**config.mk**
```make
export PLATFORM = sky130hd
export DESIGN_NAME = ecc_sed_arbiter
export DESIGN_NICKNAME = d
export VERILOG_FILES = /design/src/rtl/ecc_sed_pkg.sv /design/src/rtl/ecc_sed_encoder.sv /design/src/rtl/ecc_sed_arbiter.sv
export SDC_FILE = /design/constraint.sdc
export NUM_CORES = 1
export LEC_CHECK = 0
export CAP_MARGIN = 20
export CORE_MARGIN = 3
export CORE_UTILIZATION = 41
export DETAILED_ROUTE_END_ITERATION = 10
export PLACE_DENSITY_LB_ADDON = 0.12
export REMOVE_ABC_BUFFERS = 1
export SYNTH_ARGS = -nofsm -noshare
export SYNTH_HDL_FRONTEND = slang
export SYNTH_SLANG_ARGS = --single-unit
```
**constraint.sdc**
```tcl
create_clock -name clk -period 3 [get_ports clk]
set_input_delay 0.6 -clock clk [delete_from_list [all_inputs] [get_ports clk]]
set_output_delay 0.6 -clock clk [all_outputs]
set_load 0.02 [all_outputs]
```
**src/rtl/ecc_sed_pkg.sv**
```systemverilog
// Shared types and helpers for the single-error-detect (even parity) arbiter.
package ecc_sed_pkg;

  localparam int unsigned DATA_W_DEF = 12;
  localparam int unsigned PAR_MAX_W  = 64;

  typedef enum logic {
    EMPTY = 1'b0,
    FULL  = 1'b1
  } state_e;

  // Even parity over a word zero-extended to PAR_MAX_W; extension bits do not change the XOR.
  function automatic logic parity_f(input logic [PAR_MAX_W-1:0] data);
    return ^data;
  endfunction

endpackage

```
**src/rtl/ecc_sed_encoder.sv**
```systemverilog
// Combinational even-parity encoder: codeword = {parity, data}.
module ecc_sed_encoder
  import ecc_sed_pkg::*;
#(
  parameter int unsigned DATA_W = DATA_W_DEF
) (
  input  logic [DATA_W-1:0] data_i,
  output logic [DATA_W:0]   codeword_c
);

  assign codeword_c = {parity_f(PAR_MAX_W'(data_i)), data_i};

endmodule

```
**src/rtl/ecc_sed_arbiter.sv**
```systemverilog
// Round-robin arbiter feeding one parity encoder into a single-entry output register.
// Optional ECC_SED_ARBITER_ERR_INJ_EN adds err_inj to flip the stored parity bit.
module ecc_sed_arbiter
  import ecc_sed_pkg::*;
#(
  parameter int unsigned NUM_REQ = 4,
  parameter int unsigned DATA_W  = DATA_W_DEF,
  localparam int unsigned SRC_W  = (NUM_REQ > 1) ? $clog2(NUM_REQ) : 1,
  localparam int unsigned CW_W   = DATA_W + 1,
  localparam int unsigned CNT_W  = 16
) (
  input  logic                      clk,
  input  logic                      rst,
  input  logic [NUM_REQ-1:0]        req_valid,
  input  logic [NUM_REQ*DATA_W-1:0] req_data,
  output logic [NUM_REQ-1:0]        req_ready,
`ifdef ECC_SED_ARBITER_ERR_INJ_EN
  input  logic                      err_inj,
`endif
  output logic                      enc_valid,
  input  logic                      enc_ready,
  output logic [CW_W-1:0]           enc_codeword,
  output logic [SRC_W-1:0]          enc_src,
  output logic [CNT_W-1:0]          word_cnt
);

  state_e             state_q, state_d;
  logic [SRC_W-1:0]   last_grant_q, last_grant_d;
  logic [CW_W-1:0]    codeword_q, codeword_d;
  logic [SRC_W-1:0]   src_q, src_d;
  logic [CNT_W-1:0]   cnt_q, cnt_d;

  logic               found_c;
  logic [SRC_W-1:0]   grant_idx_c;
  logic               can_accept_c;
  logic               accept_c;
  logic               inj_c;
  logic [DATA_W-1:0]  grant_data_c;
  logic [CW_W-1:0]    enc_cw_c;

`ifdef ECC_SED_ARBITER_ERR_INJ_EN
  assign inj_c = err_inj;
`else
  assign inj_c = 1'b0;
`endif

  // Round-robin search starting one past the last accepted requester.
  always_comb begin
    int unsigned idx;
    found_c     = 1'b0;
    grant_idx_c = '0;
    idx         = 0;
    for (int unsigned i = 1; i <= NUM_REQ; i++) begin
      idx = (32'(last_grant_q) + i) % NUM_REQ;
      if (!found_c && req_valid[SRC_W'(idx)]) begin
        found_c     = 1'b1;
        grant_idx_c = SRC_W'(idx);
      end
    end
  end

  assign can_accept_c = (state_q == EMPTY) || enc_ready;
  assign accept_c     = found_c && can_accept_c;
  assign req_ready    = accept_c ? (NUM_REQ'(1) << grant_idx_c) : '0;
  assign grant_data_c = req_data[DATA_W*int'(grant_idx_c) +: DATA_W];

  ecc_sed_encoder #(
    .DATA_W (DATA_W)
  ) u_encoder (
    .data_i     (grant_data_c),
    .codeword_c (enc_cw_c)
  );

  // Next-state and output-register update.
  always_comb begin
    state_d      = state_q;
    last_grant_d = last_grant_q;
    codeword_d   = codeword_q;
    src_d        = src_q;
    cnt_d        = cnt_q;

    unique case (state_q)
      EMPTY: begin
        if (accept_c) state_d = FULL;
      end
      FULL: begin
        if (enc_ready && !accept_c) state_d = EMPTY;
      end
      default: state_d = EMPTY;
    endcase

    if (accept_c) begin
      last_grant_d = grant_idx_c;
      codeword_d   = {enc_cw_c[CW_W-1] ^ inj_c, enc_cw_c[DATA_W-1:0]};
      src_d        = grant_idx_c;
      if (cnt_q != {CNT_W{1'b1}}) cnt_d = cnt_q + CNT_W'(1);
    end
  end

  always_ff @(posedge clk) begin
    if (rst) begin
      state_q      <= EMPTY;
      last_grant_q <= SRC_W'(NUM_REQ - 1);
      codeword_q   <= '0;
      src_q        <= '0;
      cnt_q        <= '0;
    end else begin
      state_q      <= state_d;
      last_grant_q <= last_grant_d;
      codeword_q   <= codeword_d;
      src_q        <= src_d;
      cnt_q        <= cnt_d;
    end
  end

  assign enc_valid    = (state_q == FULL);
  assign enc_codeword = codeword_q;
  assign enc_src      = src_q;
  assign word_cnt     = cnt_q;

endmodule

```
After elaboration in Yosys (flattened, before gate mapping):

Cells that the tools add are included.

* output and inout port bits: 36
* bits in registers: 34

* $lt $le $gt $ge: 4
* equal/unequal tests: 1
* reductions and logical operators: 12
* multiplexer cells: 20
* bitwise operators: 1
* add/sub/neg operators: 5
* shift operators: 2
* multiply operators: 1

Operator list (number)
* $reduce_xor 64->1: 1
* $shiftx 48x7->12: 1
* $add 16x1->16 const B: 1
* $ne 16x16->1 const B: 1
* $lt 2x3->1 const B: 4
* $mux 1: 10
* $bmux 1 s2: 4
* $mux 2: 4
* $logic_and 1x1->1: 5
* $add 2x1->2 const B: 2
* $add 2x2->2 const B: 2
* $logic_not 1->1: 4
* $mul 2x2->4 const A: 1
* $mux 4: 1
* $shl 1x2->4 const A: 1
* $pmux 1 s2: 1
* $reduce_and 2->1: 1
* $logic_or 1x1->1: 1
* $not 1->1: 1

Depth between registers and ports, before layout:

* depth after elaboration: 18
* gate-level depth with buffers: 11
* gate-level depth less buffers: 10

By module:

A second synthesis with hierarchy kept.

* cell total of the unflattened synthesis: 260
* area total of the unflattened synthesis: 2072.0 um^2

By module, submodules not included
* ecc_sed_arbiter: area an instance 1880.6 um^2, cells each 238, times used 1
* ecc_sed_encoder: area an instance 191.4 um^2, cells each 22, times used 1

Least setup slack after synthesis:

No wires, ideal clock.

* path type: in2reg
* start point: input port req_valid[2]
* end point: register codeword_q[12] (netlist: enc_codeword[12])
* setup slack: 421 ps
* stages: 11
* data arrival time: 2500 ps
* required time: 2921 ps
* setup time: 79 ps
* cell sequence: nand2b_1 a21o_1 and3_1 buf_6 buf_8 a21oi_1 a32oi_2 xnor2_1 xnor2_2 xnor3_1 a211oi_2

* longest elaborated chain between the ends: 15
* elaborated cells between the ends (all ways): 26

Ends and longest elaborated chain
* start, declared: RTL line ecc_sed_arbiter.sv:14 `input logic [NUM_REQ-1:0] req_valid,`
* $bmux 1 s2: RTL line ecc_sed_arbiter.sv:55 `if (!found_c && req_valid[SRC_W'(idx)]) begin`
* $mux 1 (implied by the code): RTL line ecc_sed_arbiter.sv:55
* $mux 1: RTL line ecc_sed_arbiter.sv:55
* $logic_not 1->1: RTL line ecc_sed_arbiter.sv:55
* $logic_and 1x1->1: RTL line ecc_sed_arbiter.sv:55
* $mux 1: RTL line ecc_sed_arbiter.sv:55
* $logic_not 1->1: RTL line ecc_sed_arbiter.sv:55
* $logic_and 1x1->1: RTL line ecc_sed_arbiter.sv:55
* $mux 1: RTL line ecc_sed_arbiter.sv:55
* $logic_not 1->1: RTL line ecc_sed_arbiter.sv:55
* $logic_and 1x1->1: RTL line ecc_sed_arbiter.sv:55
* $mux 2: RTL line ecc_sed_arbiter.sv:55
* $mul 2x2->4: RTL line ecc_sed_arbiter.sv:65 `assign grant_data_c = req_data[DATA_W*int'(grant_idx_c) +: DATA_W];`
* $shiftx 48x7->12: RTL line ecc_sed_arbiter.sv:65
* $reduce_xor 64->1: RTL line ecc_sed_pkg.sv:14 `return ^data;`
* end signal, assigned: RTL line ecc_sed_arbiter.sv:110 `codeword_q <= codeword_d;`
* end, declared: RTL line ecc_sed_arbiter.sv:29 `logic [CW_W-1:0] codeword_q, codeword_d;`

Parallel ways exist; a longest one is shown, timed or not. The select of a mux whose other input is x is not followed.
A chain may end at the register's enable or synchronous reset.

Worst setup path after layout:

* start point: input port req_valid[3]
* end point: register codeword_q[12] (netlist: enc_codeword[12])

The elaborated chain is that of the path after synthesis.

==> flow_summary.ini <==
[floorplan]
die_area_um2 = 5620
die_h_um = 75.0
die_x_um = 75.0
initial_utilization_pct = 43.6
ios = 91
fp-row-count = 24
core_um2 = 4470

[finish]
final_area_um2 = 3140
drive_gt1_share_pct = 13.7
final_common_cell = clkdlybuf4s50_1
syn_to_final_growth_pct = 61.1
n_fill_cell = 386
diodes = 0
mostFrequentLayoutCells = clkdlybuf4s50_1, nand2_1, nor2_1, dfxtp_1, a21oi_1
layout.cells.non_filler = 403
fin_nets = 408

[sta]
max_slew_margin_pct = 36.4
min_period_ps = 2870
rsz0062_at_grt = no
max_freq_ghz = 0.348
slew_violations = 0
hold_viol = 0
worst_pin_slew_ps = 951
fin_tns_setup_ps = 0
fin_ws_ps = 130
setup_viol = 0
finalCritPeriodShare_pct = 95.7
skew_ps = 4.70

[power]
combPwrFrac_pct = 44.5
ir_drop_uv = 380
p_int_mw = 1.05
p_sw_share_pct = 30.8
clkPwrFrac_pct = 21.2
p_leak_nw = 1.25
powerDensity_nw_per_um2 = 483
net-switching-power_mw = 0.467
p_seq_share_pct = 34.3

[hold_path]
hp-class = reg2reg

[flow_run]
cap_violations = 0

[setup_path]
worstPathArrival_ps = 3070
crit_path_end_kind = flop
cp.required_ps = 3200
worstSetupStartpointType = primary input
crit_type = in2reg
reg2reg_slack_ps = 580
path_max_fanout = 18

[synthesis]
synth-seq-cells = 34
yosys_warnings = 0
synth_top_area_share_pct = 34.9
synthCells = 250
synth.distinct_cells = 38
avgSynthCellArea_um2 = 7.80
ys_seq_area_share_pct = 34.9
yosysTopAreaCell = dfxtp_1
ys_top_cells_by_area = dfxtp_1, nand2_1, xnor2_1
syn_area_um2 = 1950

[global_route]
grt-ovfl-total = 0
grt_usage_pct = 19.7
grt_max_degree = 28
grt_first_pass_wirelength_um = 8520
grt_pass1_vias = 1874
antenna_found_initial = 0

[place]
place_inst = 397
place_hpwl_um = 4280
place_area_um2 = 3010
gp_congestion = 0.866
dp_slack_ps = -206
io_buffers = 90

[route]
totalWireLength_um = 5560
drc = 0
antenna_left = 0
vias_per_cell = 5.09
drtPass1Iterations = 4
vias = 2052
drtIter0Drc = 85
wl_per_cell_um = 13.8

[clocking]
ctsHtreeMaxLevel = 2
path_clk_slew_ps = 60
cts_buffers = 5
cts.sinks = 34
cts_tree = yes
ctsLongestPathBuffers = 2
cts-root-buf = clkbuf_8
clock_latency_ps = 280

[run_status]
status = finished, final reports clean
[worst paths after layout]
path / start / endpoint / cells past startpoint
worst min-delay path: enc_codeword[7]$_SDFFE_PP0P_ / enc_codeword[7]$_SDFFE_PP0P_ / 2
worst min register to register: enc_codeword[7]$_SDFFE_PP0P_ / enc_codeword[7]$_SDFFE_PP0P_ / 2
worst max-delay path: req_valid[3] / enc_codeword[12]$_SDFFE_PP0P_ / 11
worst max register to register: last_grant_q[0]$_SDFFE_PP1P_ / enc_codeword[12]$_SDFFE_PP0P_ / 10
[per-stage QoR]
step	hold WS [ps]	total power, mW	util, %
4_1_cts	462	1.51	69.1
2_1_floorplan	468	0.907	-
3_5_place_dp	454	1.19	67.4
5_1_grt	478	1.60	70.2
3_3_place_gp	444	1.18	67.4
6_report	459	1.52	70.2
[cells by family (layout without fill, tap and decap cells)]
| group | Yosys count | count (layout) | share of synthesized area [%] |
|---|---|---|---|
| fa+ha+maj | 1 | 1 | 0.642 |
| buf+inv | 19 | 120 | 5.33 |
| mux | 13 | 13 | 6.93 |
| compound gates | 46 | 46 | 15.0 |
| xor+xnor | 22 | 22 | 11.0 |
| flops | 34 | 34 | 34.9 |
| simple gates | 115 | 115 | 26.2 |
[power by group through the flow]
stage	clock network (mW)	registers, mW	logic (mW)
global route	0.353	0.524	0.725
CTS	0.332	0.520	0.658
global placement	0	0.529	0.654
finish	0.322	0.520	0.675
detailed placement	0	0.530	0.659
floorplan	0	0.565	0.341
[routing by layer]
layer	up-vias	track usage, %	wire length (um)
met3	6	5.07	391
met1	924	24.6	2500
met4	0	6.72	68
met5	-	0	0
li1	1052	-	-
met2	70	32.9	2610
[layout make-up]
class                      count  area [um^2]  share of cell area [%]
multi-input combinational    197         1220                    38.8
tap                           52         65.1                    2.07
sequential                    34          681                    21.7
timing repair buffer         110         1080                    34.4
clock buffer                   6         82.6                    2.63
inverter                       4         15.0                   0.478
[sequential cells by signal, indices dropped and copies added, names as in the netlist]
name,cells
enc_valid,1
word_cnt,16
enc_src,2
last_grant_q,2
enc_codeword,13
[critical path, cell delays in order]
cell and delay (ps):
clkdlybuf4s50_1 470, nor2b_2 190, o21ai_2 160, and3_4 230, buf_12 140, nand2_1 70
a32oi_2 250, xor2_1 200, xnor2_1 140, xnor3_1 410, a211oi_2 210
[cells in the mapped netlist, drive strengths merged]
cell,instances
nand4,3
nand3,6
or2,3
and4,1
nor4,1
a32oi,8
or3,3
nor2b,4
dfxtp,34
mux2,4
and3,4
xnor2,16
xor2,5
a211oi,1
xnor3,1
nand2,48
mux2i,9
clkbuf,10
and2,2
nor3,3
nor2,34
o21ai,6
o22ai,1
a21o,2
buf,5
nand2b,3
inv,4
a211o,1
a21oi,27
ha,1
[repair_timing]
item	CTS	global route
hold buffers	0	0
resized for setup	4	15
pin swaps	0	2
setup buffers	0	0
endpoints found under the setup margin	4	4
cloned	0	0
No activity file was read; power rests on OpenSTA's default activity.
